<file path="src/rtl/ters_bit_degistirme.sv">
// Iterative AES InvSubBytes: inverse S-box over a 128-bit state, BYTES_PER_CYCLE bytes per cycle.
// Latency: cikan_gecerli rises 16/BYTES_PER_CYCLE edges after the accept edge; one job in flight.
// Backpressure: result held in HAZIR until cikan_hazir; giren_hazir low from accept until BOSTA.
// Option INV_SBOX_SELFCHECK_EN: forward S-box recheck of every byte, sticky ters_hata output.
module ters_bit_degistirme #(
   parameter int BYTES_PER_CYCLE = 4
) (
   input  logic         clk,
   input  logic         rst,
   input  logic         giren_gecerli,
   output logic         giren_hazir,
   input  logic [127:0] giren_kod,
   output logic         cikan_gecerli,
   input  logic         cikan_hazir,
   output logic [127:0] cikan_kod
`ifdef INV_SBOX_SELFCHECK_EN
   ,
   output logic         ters_hata
`endif
);

   localparam int BPC = BYTES_PER_CYCLE;
   localparam int GW  = 8 * BPC;

   if (BPC != 1 && BPC != 2 && BPC != 4 && BPC != 8 && BPC != 16) begin : g_bpc_hatali
      $error("BYTES_PER_CYCLE must be 1, 2, 4, 8 or 16");
   end

   // Standard inverse Rijndael S-box, entry n is InvS(n).
   localparam logic [7:0] TERS_SBOX [256] = '{
      8'h52, 8'h09, 8'h6a, 8'hd5, 8'h30, 8'h36, 8'ha5, 8'h38, 8'hbf, 8'h40, 8'ha3, 8'h9e, 8'h81, 8'hf3, 8'hd7, 8'hfb,
      8'h7c, 8'he3, 8'h39, 8'h82, 8'h9b, 8'h2f, 8'hff, 8'h87, 8'h34, 8'h8e, 8'h43, 8'h44, 8'hc4, 8'hde, 8'he9, 8'hcb,
      8'h54, 8'h7b, 8'h94, 8'h32, 8'ha6, 8'hc2, 8'h23, 8'h3d, 8'hee, 8'h4c, 8'h95, 8'h0b, 8'h42, 8'hfa, 8'hc3, 8'h4e,
      8'h08, 8'h2e, 8'ha1, 8'h66, 8'h28, 8'hd9, 8'h24, 8'hb2, 8'h76, 8'h5b, 8'ha2, 8'h49, 8'h6d, 8'h8b, 8'hd1, 8'h25,
      8'h72, 8'hf8, 8'hf6, 8'h64, 8'h86, 8'h68, 8'h98, 8'h16, 8'hd4, 8'ha4, 8'h5c, 8'hcc, 8'h5d, 8'h65, 8'hb6, 8'h92,
      8'h6c, 8'h70, 8'h48, 8'h50, 8'hfd, 8'hed, 8'hb9, 8'hda, 8'h5e, 8'h15, 8'h46, 8'h57, 8'ha7, 8'h8d, 8'h9d, 8'h84,
      8'h90, 8'hd8, 8'hab, 8'h00, 8'h8c, 8'hbc, 8'hd3, 8'h0a, 8'hf7, 8'he4, 8'h58, 8'h05, 8'hb8, 8'hb3, 8'h45, 8'h06,
      8'hd0, 8'h2c, 8'h1e, 8'h8f, 8'hca, 8'h3f, 8'h0f, 8'h02, 8'hc1, 8'haf, 8'hbd, 8'h03, 8'h01, 8'h13, 8'h8a, 8'h6b,
      8'h3a, 8'h91, 8'h11, 8'h41, 8'h4f, 8'h67, 8'hdc, 8'hea, 8'h97, 8'hf2, 8'hcf, 8'hce, 8'hf0, 8'hb4, 8'he6, 8'h73,
      8'h96, 8'hac, 8'h74, 8'h22, 8'he7, 8'had, 8'h35, 8'h85, 8'he2, 8'hf9, 8'h37, 8'he8, 8'h1c, 8'h75, 8'hdf, 8'h6e,
      8'h47, 8'hf1, 8'h1a, 8'h71, 8'h1d, 8'h29, 8'hc5, 8'h89, 8'h6f, 8'hb7, 8'h62, 8'h0e, 8'haa, 8'h18, 8'hbe, 8'h1b,
      8'hfc, 8'h56, 8'h3e, 8'h4b, 8'hc6, 8'hd2, 8'h79, 8'h20, 8'h9a, 8'hdb, 8'hc0, 8'hfe, 8'h78, 8'hcd, 8'h5a, 8'hf4,
      8'h1f, 8'hdd, 8'ha8, 8'h33, 8'h88, 8'h07, 8'hc7, 8'h31, 8'hb1, 8'h12, 8'h10, 8'h59, 8'h27, 8'h80, 8'hec, 8'h5f,
      8'h60, 8'h51, 8'h7f, 8'ha9, 8'h19, 8'hb5, 8'h4a, 8'h0d, 8'h2d, 8'he5, 8'h7a, 8'h9f, 8'h93, 8'hc9, 8'h9c, 8'hef,
      8'ha0, 8'he0, 8'h3b, 8'h4d, 8'hae, 8'h2a, 8'hf5, 8'hb0, 8'hc8, 8'heb, 8'hbb, 8'h3c, 8'h83, 8'h53, 8'h99, 8'h61,
      8'h17, 8'h2b, 8'h04, 8'h7e, 8'hba, 8'h77, 8'hd6, 8'h26, 8'he1, 8'h69, 8'h14, 8'h63, 8'h55, 8'h21, 8'h0c, 8'h7d
   };

   typedef enum logic [1:0] {
      BOSTA = 2'd0,
      ISLE  = 2'd1,
      HAZIR = 2'd2
   } durum_t;

   durum_t         durum;
   durum_t         durum_sonraki;
   logic [4:0]     sayac;
   logic [5:0]     sayac_toplam;
   logic           son_grup;
   logic [127:0]   giris_reg;
   logic [127:0]   cikis_reg;
   logic [GW-1:0]  grup_giris;
   logic [GW-1:0]  grup_cikis;

   // Counter is 5 bits wide; the sum is kept 6 bits so BPC=16 does not alias to zero.
   assign sayac_toplam = {1'b0, sayac} + 6'(BPC);
   assign son_grup     = (sayac_toplam == 6'd16);

   // sayac is always a multiple of BPC, so the group starts on a byte boundary.
   assign grup_giris = giris_reg[{sayac[3:0], 3'b000} +: GW];

   for (genvar k = 0; k < BPC; k++) begin : g_ters_sbox
      assign grup_cikis[8*k +: 8] = TERS_SBOX[grup_giris[8*k +: 8]];
   end

   assign cikan_kod = cikis_reg;

   // State register; reset returns to BOSTA from any state.
   always_ff @(posedge clk or posedge rst) begin
      if (rst) begin
         durum <= BOSTA;
      end else begin
         durum <= durum_sonraki;
      end
   end

   // Next-state and handshake outputs; HAZIR->BOSTA costs a cycle so accept never shares the consume edge.
   always_comb begin
      durum_sonraki = durum;
      giren_hazir   = 1'b0;
      cikan_gecerli = 1'b0;
      case (durum)
         BOSTA: begin
            giren_hazir = 1'b1;
            if (giren_gecerli) begin
               durum_sonraki = ISLE;
            end
         end
         ISLE: begin
            if (son_grup) begin
               durum_sonraki = HAZIR;
            end
         end
         HAZIR: begin
            cikan_gecerli = 1'b1;
            if (cikan_hazir) begin
               durum_sonraki = BOSTA;
            end
         end
         default: durum_sonraki = BOSTA;
      endcase
   end

   // Datapath: capture input on accept, then substitute one group per ISLE cycle in ascending byte order.
   always_ff @(posedge clk or posedge rst) begin
      if (rst) begin
         giris_reg <= '0;
         cikis_reg <= '0;
         sayac     <= '0;
      end else begin
         case (durum)
            BOSTA: begin
               if (giren_gecerli) begin
                  giris_reg <= giren_kod;
                  cikis_reg <= '0;
                  sayac     <= '0;
               end
            end
            ISLE: begin
               cikis_reg[{sayac[3:0], 3'b000} +: GW] <= grup_cikis;
               sayac <= sayac_toplam[4:0];
            end
            default: ;
         endcase
      end
   end

`ifdef INV_SBOX_SELFCHECK_EN
   function automatic logic [7:0] gf_carp(input logic [7:0] a, input logic [7:0] b);
      logic [7:0] p;
      logic [7:0] aa;
      p  = 8'h00;
      aa = a;
      for (int i = 0; i < 8; i++) begin
         if (b[i]) begin
            p = p ^ aa;
         end
         aa = {aa[6:0], 1'b0} ^ (aa[7] ? 8'h1b : 8'h00);
      end
      return p;
   endfunction

   // Forward S-box: multiplicative inverse as x^254, then the affine map.
   function automatic logic [7:0] ileri_sbox(input logic [7:0] x);
      logic [7:0] kare;
      logic [7:0] ters;
      kare = x;
      ters = 8'h01;
      for (int i = 1; i < 8; i++) begin
         kare = gf_carp(kare, kare);
         ters = gf_carp(ters, kare);
      end
      return ters ^ {ters[6:0], ters[7]} ^ {ters[5:0], ters[7:6]}
                  ^ {ters[4:0], ters[7:5]} ^ {ters[3:0], ters[7:4]} ^ 8'h63;
   endfunction

   logic [BPC-1:0] uyumsuz;

   for (genvar k = 0; k < BPC; k++) begin : g_oz_denetim
      assign uyumsuz[k] = (ileri_sbox(grup_cikis[8*k +: 8]) != grup_giris[8*k +: 8]);
   end

   // Sticky error: any substituted byte that does not map back to its source.
   always_ff @(posedge clk or posedge rst) begin
      if (rst) begin
         ters_hata <= 1'b0;
      end else if (durum == ISLE && (|uyumsuz)) begin
         ters_hata <= 1'b1;
      end
   end
`endif

endmodule

</file>
<file path="config.mk">
export PLATFORM = sky130hd
export DESIGN_NAME = ters_bit_degistirme
export DESIGN_NICKNAME = d
export VERILOG_FILES = /design/src/rtl/ters_bit_degistirme.sv
export SDC_FILE = /design/constraint.sdc
export NUM_CORES = 1
export LEC_CHECK = 0
export ABC_AREA = 0
export BUFFER_PORTS_ARGS = -buffer_cell sky130_fd_sc_hd__buf_2
export CORE_MARGIN = 4
export CORE_UTILIZATION = 28
export CTS_CLUSTER_DIAMETER = 50
export DETAILED_ROUTE_END_ITERATION = 6
export PLACE_DENSITY = 0.42
export SYNTH_ARGS = -nofsm -noshare
export SYNTH_HDL_FRONTEND = slang
export SYNTH_SLANG_ARGS = --single-unit
</file>
<file path="constraint.sdc">
create_clock -name clk -period 8.5 [get_ports clk]
set_clock_uncertainty 0.1 [all_clocks]
set_input_delay 0.85 -clock clk [delete_from_list [all_inputs] [get_ports clk]]
set_output_delay 0.85 -clock clk [all_outputs]
set_load 0.005 [all_outputs]
</file>
== Yosys cells after proc, flatten, opt, wreduce, memory -nomap -nowiden ==
Memories as Yosys holds them, arrays and structs flattened.
Cells that the tools add are included.

* Memories kept: 4
* ROM bits: 8192
* Input bits: 132
* Register bits: 263

{| class="wikitable"
|+ Memory list
! memory !! words !! bits a word !! rd ports !! clocked after Yosys merged registers in !! write ports !! RTL line !! source
|-
| (no name shown) || 256 || 8 || 1 || 0 || 0 || 73 || <nowiki>assign grup_cikis[8*k +: 8] = TERS_SBOX[grup_giris[8*k +: 8]];</nowiki>
|-
| (no name shown) || 256 || 8 || 1 || 0 || 0 || 73 ||
|-
| (no name shown) || 256 || 8 || 1 || 0 || 0 || 73 ||
|-
| (no name shown) || 256 || 8 || 1 || 0 || 0 || 73 ||
|}

* Shifts and indexed selects: 3
* Magnitude comparators: 4
* $add $sub $neg: 2
* Eq/ne operators: 6
* Bitwise gates (word level): 4
* Reductions and logical operators: 5
* Muxes and demuxes: 19

{| class="wikitable"
|+ Operator list
! operator !! number
|-
| $pmux 128 s2 || 1
|-
| $bwmux 128 || 1
|-
| $mux 128 || 1
|-
| $shift 32x9->128 const A || 1
|-
| $shiftx 128x8->32 || 1
|-
| $shiftx 32x9->128 || 1
|-
| $mux 8 || 8
|-
| $ge 9x9->1 const B || 4
|-
| $not 8->9 || 4
|-
| $pmux 5 s2 || 1
|-
| $neg 7->9 || 1
|-
| $add 5x3->6 const B || 1
|-
| $eq 6x5->1 const B || 1
|-
| $mux 2 || 3
|-
| $ne 2x2->1 const B || 3
|-
| $pmux 2 s3 || 1
|-
| $mux 5 || 1
|-
| $reduce_and 2->1 || 2
|-
| $reduce_and 3->1 || 1
|-
| $eq 2x1->1 const B || 1
|-
| $eq 2x2->1 const B || 1
|-
| $logic_not 2->1 || 1
|-
| $mux 1 || 2
|-
| $reduce_bool 2->1 || 1
|}

== Logic depth before layout (Yosys ltp) ==
* Depth in word-level cells: 8
* Mapped depth: 17
* Depth with buffers taken out: 11

== Worst setup path after synthesis ==
No wires, ideal clock.

* Path kind: register to register
* Start point: reg sayac[2]
* End point: reg cikis_reg[23], in the netlist cikan_kod[23]
* Path slack: 4.733 ns
* Cell stages (with the launch flop): 16
* Library setup time: 0.121 ns
* Required time: 8.279 ns
* Arrival time: 3.546 ns
* Cell sequence: dfrtp_1 buf_6 buf_12 mux4_2 buf_2 inv_1 ha_1 clkbuf_1 nand2b_1 clkbuf_1 nand3_1 a21oi_1 o311a_1 a221oi_2 nor3_2 a22o_1

* Word-level cells in the longest chain between the ends: 8

{| class="wikitable"
|+ RTL lines
! what !! RTL line !! source
|-
| start, declared || 57 || <nowiki>logic [4:0] sayac;</nowiki>
|-
| start signal, assigned || 131 || <nowiki>sayac <= sayac_toplam[4:0];</nowiki>
|-
| $shiftx 128x8->32 || 70 || <nowiki>assign grup_giris = giris_reg[{sayac[3:0], 3'b000} +: GW];</nowiki>
|-
| $not 8->9 (implied by the code) || 73 ||
|-
| $mem_v2 256x8 || n/a ||
|-
| $mux 8 (implied by the code) (2 in a row) || 73 ||
|-
| $shiftx 32x9->128 || 130 || <nowiki>cikis_reg[{sayac[3:0], 3'b000} +: GW] <= grup_cikis;</nowiki>
|-
| $bwmux 128 (*) || 130 ||
|-
| $pmux 128 s2 (*) || 121 || <nowiki>case (durum)</nowiki>
|-
| end signal, assigned by index || 130 ||
|-
| end, declared || 61 || <nowiki>logic [127:0] cikis_reg;</nowiki>
|}

Every way passes the cells marked *; elsewhere a longest branch is shown, timed or not. The select of a mux whose other input is x is not followed.
A chain may end at the register's enable or synchronous reset.

== Final worst setup path ==
* Start point: reg sayac[2]
* End point: reg cikis_reg[3], in the netlist cikan_kod[3]

The elaborated chain is that of the path after synthesis.

==> results.sh <==
export IMPL_syn_area_um2=24300
export IMPL_crit_arrival_ns=6.03
export IMPL_grt_pass1_wl_mm=183
export IMPL_r2r_start="sayac[2]$_DFFE_PP0P_"
export IMPL_drt_initial_drc_count=4121
export IMPL_synth_compound_area_share_pct=31.8
export IMPL_hp_class="in -> async"
export IMPL_syn_nets=3187
export IMPL_fmax_mhz=177
export IMPL_dieHeight_um=303
export IMPL_rsz0062_at_grt="false"
export IMPL_cts_resized=0
export IMPL_postCtsHoldBufs=0
export IMPL_synth_top_cell_area_share_pct=26.9
export IMPL_synthArstFlopShare_pct=100
export IMPL_grt_max_degree=85
export IMPL_synthTopCellsByArea="dfrtp_1 27%, mux2_2 6.8%, nand2_1 5.2%"
export IMPL_avgSynthCellArea_um2=8.19
export IMPL_start_kind="flop"
export IMPL_final_cell_area_um2=27500
export IMPL_clock_sinks=261
export IMPL_die_area_um2=91500
export IMPL_port_buffers=261
export IMPL_final_common_cell="nand2_1"
export IMPL_antenna_found_initial=27
export IMPL_rows=107
export IMPL_worstSkewPairLatency_ns=0.60
export IMPL_critPathKind="reg -> reg"
export IMPL_synthToLayoutAreaGrowth_pct=13.2
export IMPL_synth_top_family_by_area="compound AO/OA/AOI/OAI gates"
export IMPL_start_util_pct=28.4
export IMPL_cts_buffers=43
export IMPL_tightest_slew_ns=1.18
export IMPL_cts_max_level=2
export IMPL_drc=2
export IMPL_io_pin_count=262
export IMPL_drive_gt1_share_pct=21.0
export IMPL_synth_adder_area_share_pct=4.53
export IMPL_seq_area_frac_synth_pct=26.9
export IMPL_cts_root_buf="clkbuf_16"
export IMPL_ys_warn_count=0
export IMPL_dr_pass1_iters=7
export IMPL_slew_headroom_pct=21.4
export IMPL_cts_tree="done"
export IMPL_numPlacedInstances=4119
export IMPL_reg2reg_depth=12
export IMPL_layout_min_cycle_time_ns=5.64
export IMPL_synth_simple_area_share_pct=17.5
export IMPL_die_width_um=303
export IMPL_drv_cap=0
export IMPL_drt_wl_total_mm=125
export IMPL_grt_usage_pct=26.1
export IMPL_critPathLaunch="sayac[2]$_DFFE_PP0P_"
export IMPL_multi_input_area_um2=16100
export IMPL_vias=27100
export IMPL_synth_top_area_cell="dfrtp_1"
export IMPL_synth_seq_cells=261
export IMPL_end_kind="flop"
export IMPL_finalNonFillerCells=4209
export IMPL_cp_data_required_time_ns=8.89
export IMPL_final_setup_viol_count=0
export IMPL_r2r_setup_slack_ns=2.86
export IMPL_avgRoutedWirePerCell_um=29.8
export IMPL_clkTransAtPathRegs_ns=0.05
export IMPL_cp_max_fo=43
export IMPL_syn_instance_count=2967
export IMPL_synth_xor_area_share_pct=0.494
export IMPL_run_status="complete, but fails checks"
export IMPL_place_congestion=0.984
export IMPL_violations="DRC"
export IMPL_yosysUniqueCellTypes=104
export IMPL_grt_overflow_total=0
export IMPL_synth_edf_count=0
export IMPL_fin_crit_sh_pct=66.4
export IMPL_crit_end="cikan_kod[3]$_DFFE_PP0P_"
export IMPL_synthMuxAreaShare_pct=11.8
export IMPL_ant_nets=0
export IMPL_core_um2=85700
export IMPL_final_hold_violation_count=0
export IMPL_regArea_um2=6540
export IMPL_vias_per_cell=6.44
export IMPL_slew_viol_final=0
export IMPL_ctsLongestPathBuffers=3
export IMPL_fillerInstances=9110
export IMPL_synthFlopType="dfrtp_1"
export IMPL_postLayoutCoreUtil_pct=32.1
export IMPL_detailed_place_hpwl_mm=87.4
export IMPL_rr_endpoint="cikan_kod[3]$_DFFE_PP0P_"
export IMPL_setup_tns_ns=0
export IMPL_place_area_um2=26000
export IMPL_layout_common_cells="334 x nand2_1, 261 x buf_2, 259 x dfrtp_1"
export IMPL_grt_pass1_vias=25800
export IMPL_finalNetCount=3240
export IMPL_post_cts_buffers=0
==> how the worst min path moves through the flow <==
stage | startpoint | end | slack, ns
floorplan | sayac[4]$_DFFE_PP0P_ | sayac[4]$_DFFE_PP0P_ | 0.37
detailed placement | cikan_kod[112]$_DFFE_PP0P_ | cikan_kod[112]$_DFFE_PP0P_ | 0.37
global placement | cikan_kod[82]$_DFFE_PP0P_ | cikan_kod[82]$_DFFE_PP0P_ | 0.36
global route | rst | giris_reg[50]$_DFFE_PP0P_ | 0.29
finish | rst | giris_reg[50]$_DFFE_PP0P_ | 0.25
CTS | rst | giris_reg[80]$_DFFE_PP0P_ | 0.25
==> routing by layer <==
| metal | track usage, % | wire length, um |
|---|---|---|
| met4 | 9.96 | 5760 |
| met5 | 0 | 126 |
| met2 | 39.2 | 53200 |
| met1 | 35.8 | 51100 |
| met3 | 6.77 | 15200 |
==> critical path, cell delays in order, from the launching register on <==
cell,delay (ns)
dfrtp_4,0.69
buf_4,0.50
mux2i_1,0.27
mux2_2,0.86
inv_2,0.60
buf_4,0.46
nand2_1,0.28
nand3_1,0.13
a32oi_1,0.40
nor2_1,0.07
o21ai_0,0.47
a311oi_2,0.35
a22o_1,0.29
==> stage by stage <==
stage / hold slack (ns) / setup slack, ns
floorplan: 0.370 / 0.366
global placement: 0.362 / 2.97
detailed placement: 0.374 / 3.06
CTS: 0.252 / 3.05
global route: 0.286 / 2.59
finish: 0.252 / 2.86
==> area by class of cell <==
cell class / count / share of cell area, %
multi-input combinational: 2360 / 58.6
sequential: 261 / 23.8
timing repair buffer: 319 / 6.33
tap: 1144 / 5.21
clock buffer: 54 / 4.35
clock inverter: 26 / 1.15
inverter: 35 / 0.505
antenna: 10 / 0.0910
==> Yosys cell counts (23+ instances only) <==
| cell | count |
|---|---|
| nor2_1 | 194 |
| mux4_2 | 25 |
| inv_1 | 30 |
| nand3_1 | 104 |
| a31oi_1 | 75 |
| nand2_1 | 334 |
| buf_2 | 113 |
| a21oi_1 | 201 |
| o221ai_1 | 23 |
| mux2i_1 | 51 |
| nand2b_1 | 56 |
| o211ai_1 | 82 |
| a22o_1 | 59 |
| nor3_1 | 75 |
| clkbuf_1 | 141 |
| dfrtp_1 | 261 |
| and2_1 | 37 |
| o31ai_1 | 28 |
| a311oi_1 | 36 |
| o21ai_0 | 185 |
| a211oi_1 | 50 |
| a221oi_1 | 29 |
| mux2_2 | 147 |
| o21ai_1 | 71 |
| ha_1 | 88 |
==> cells by family (layout without fill, tap and decap cells) <==
logic type	after synthesis	in the layout
adders and majority gates	88	88
xor gates and xnor gates	12	12
DFF	261	261
muxes	231	231
AOI/OAI and AO/OA	1110	1110
buffers and inverters	346	434
and+or+nand+nor	919	919
other	0	10
Power is left out: the tool's default activity adds up to more than one toggle a clock period on the data nets, which glitch-free logic cannot reach.
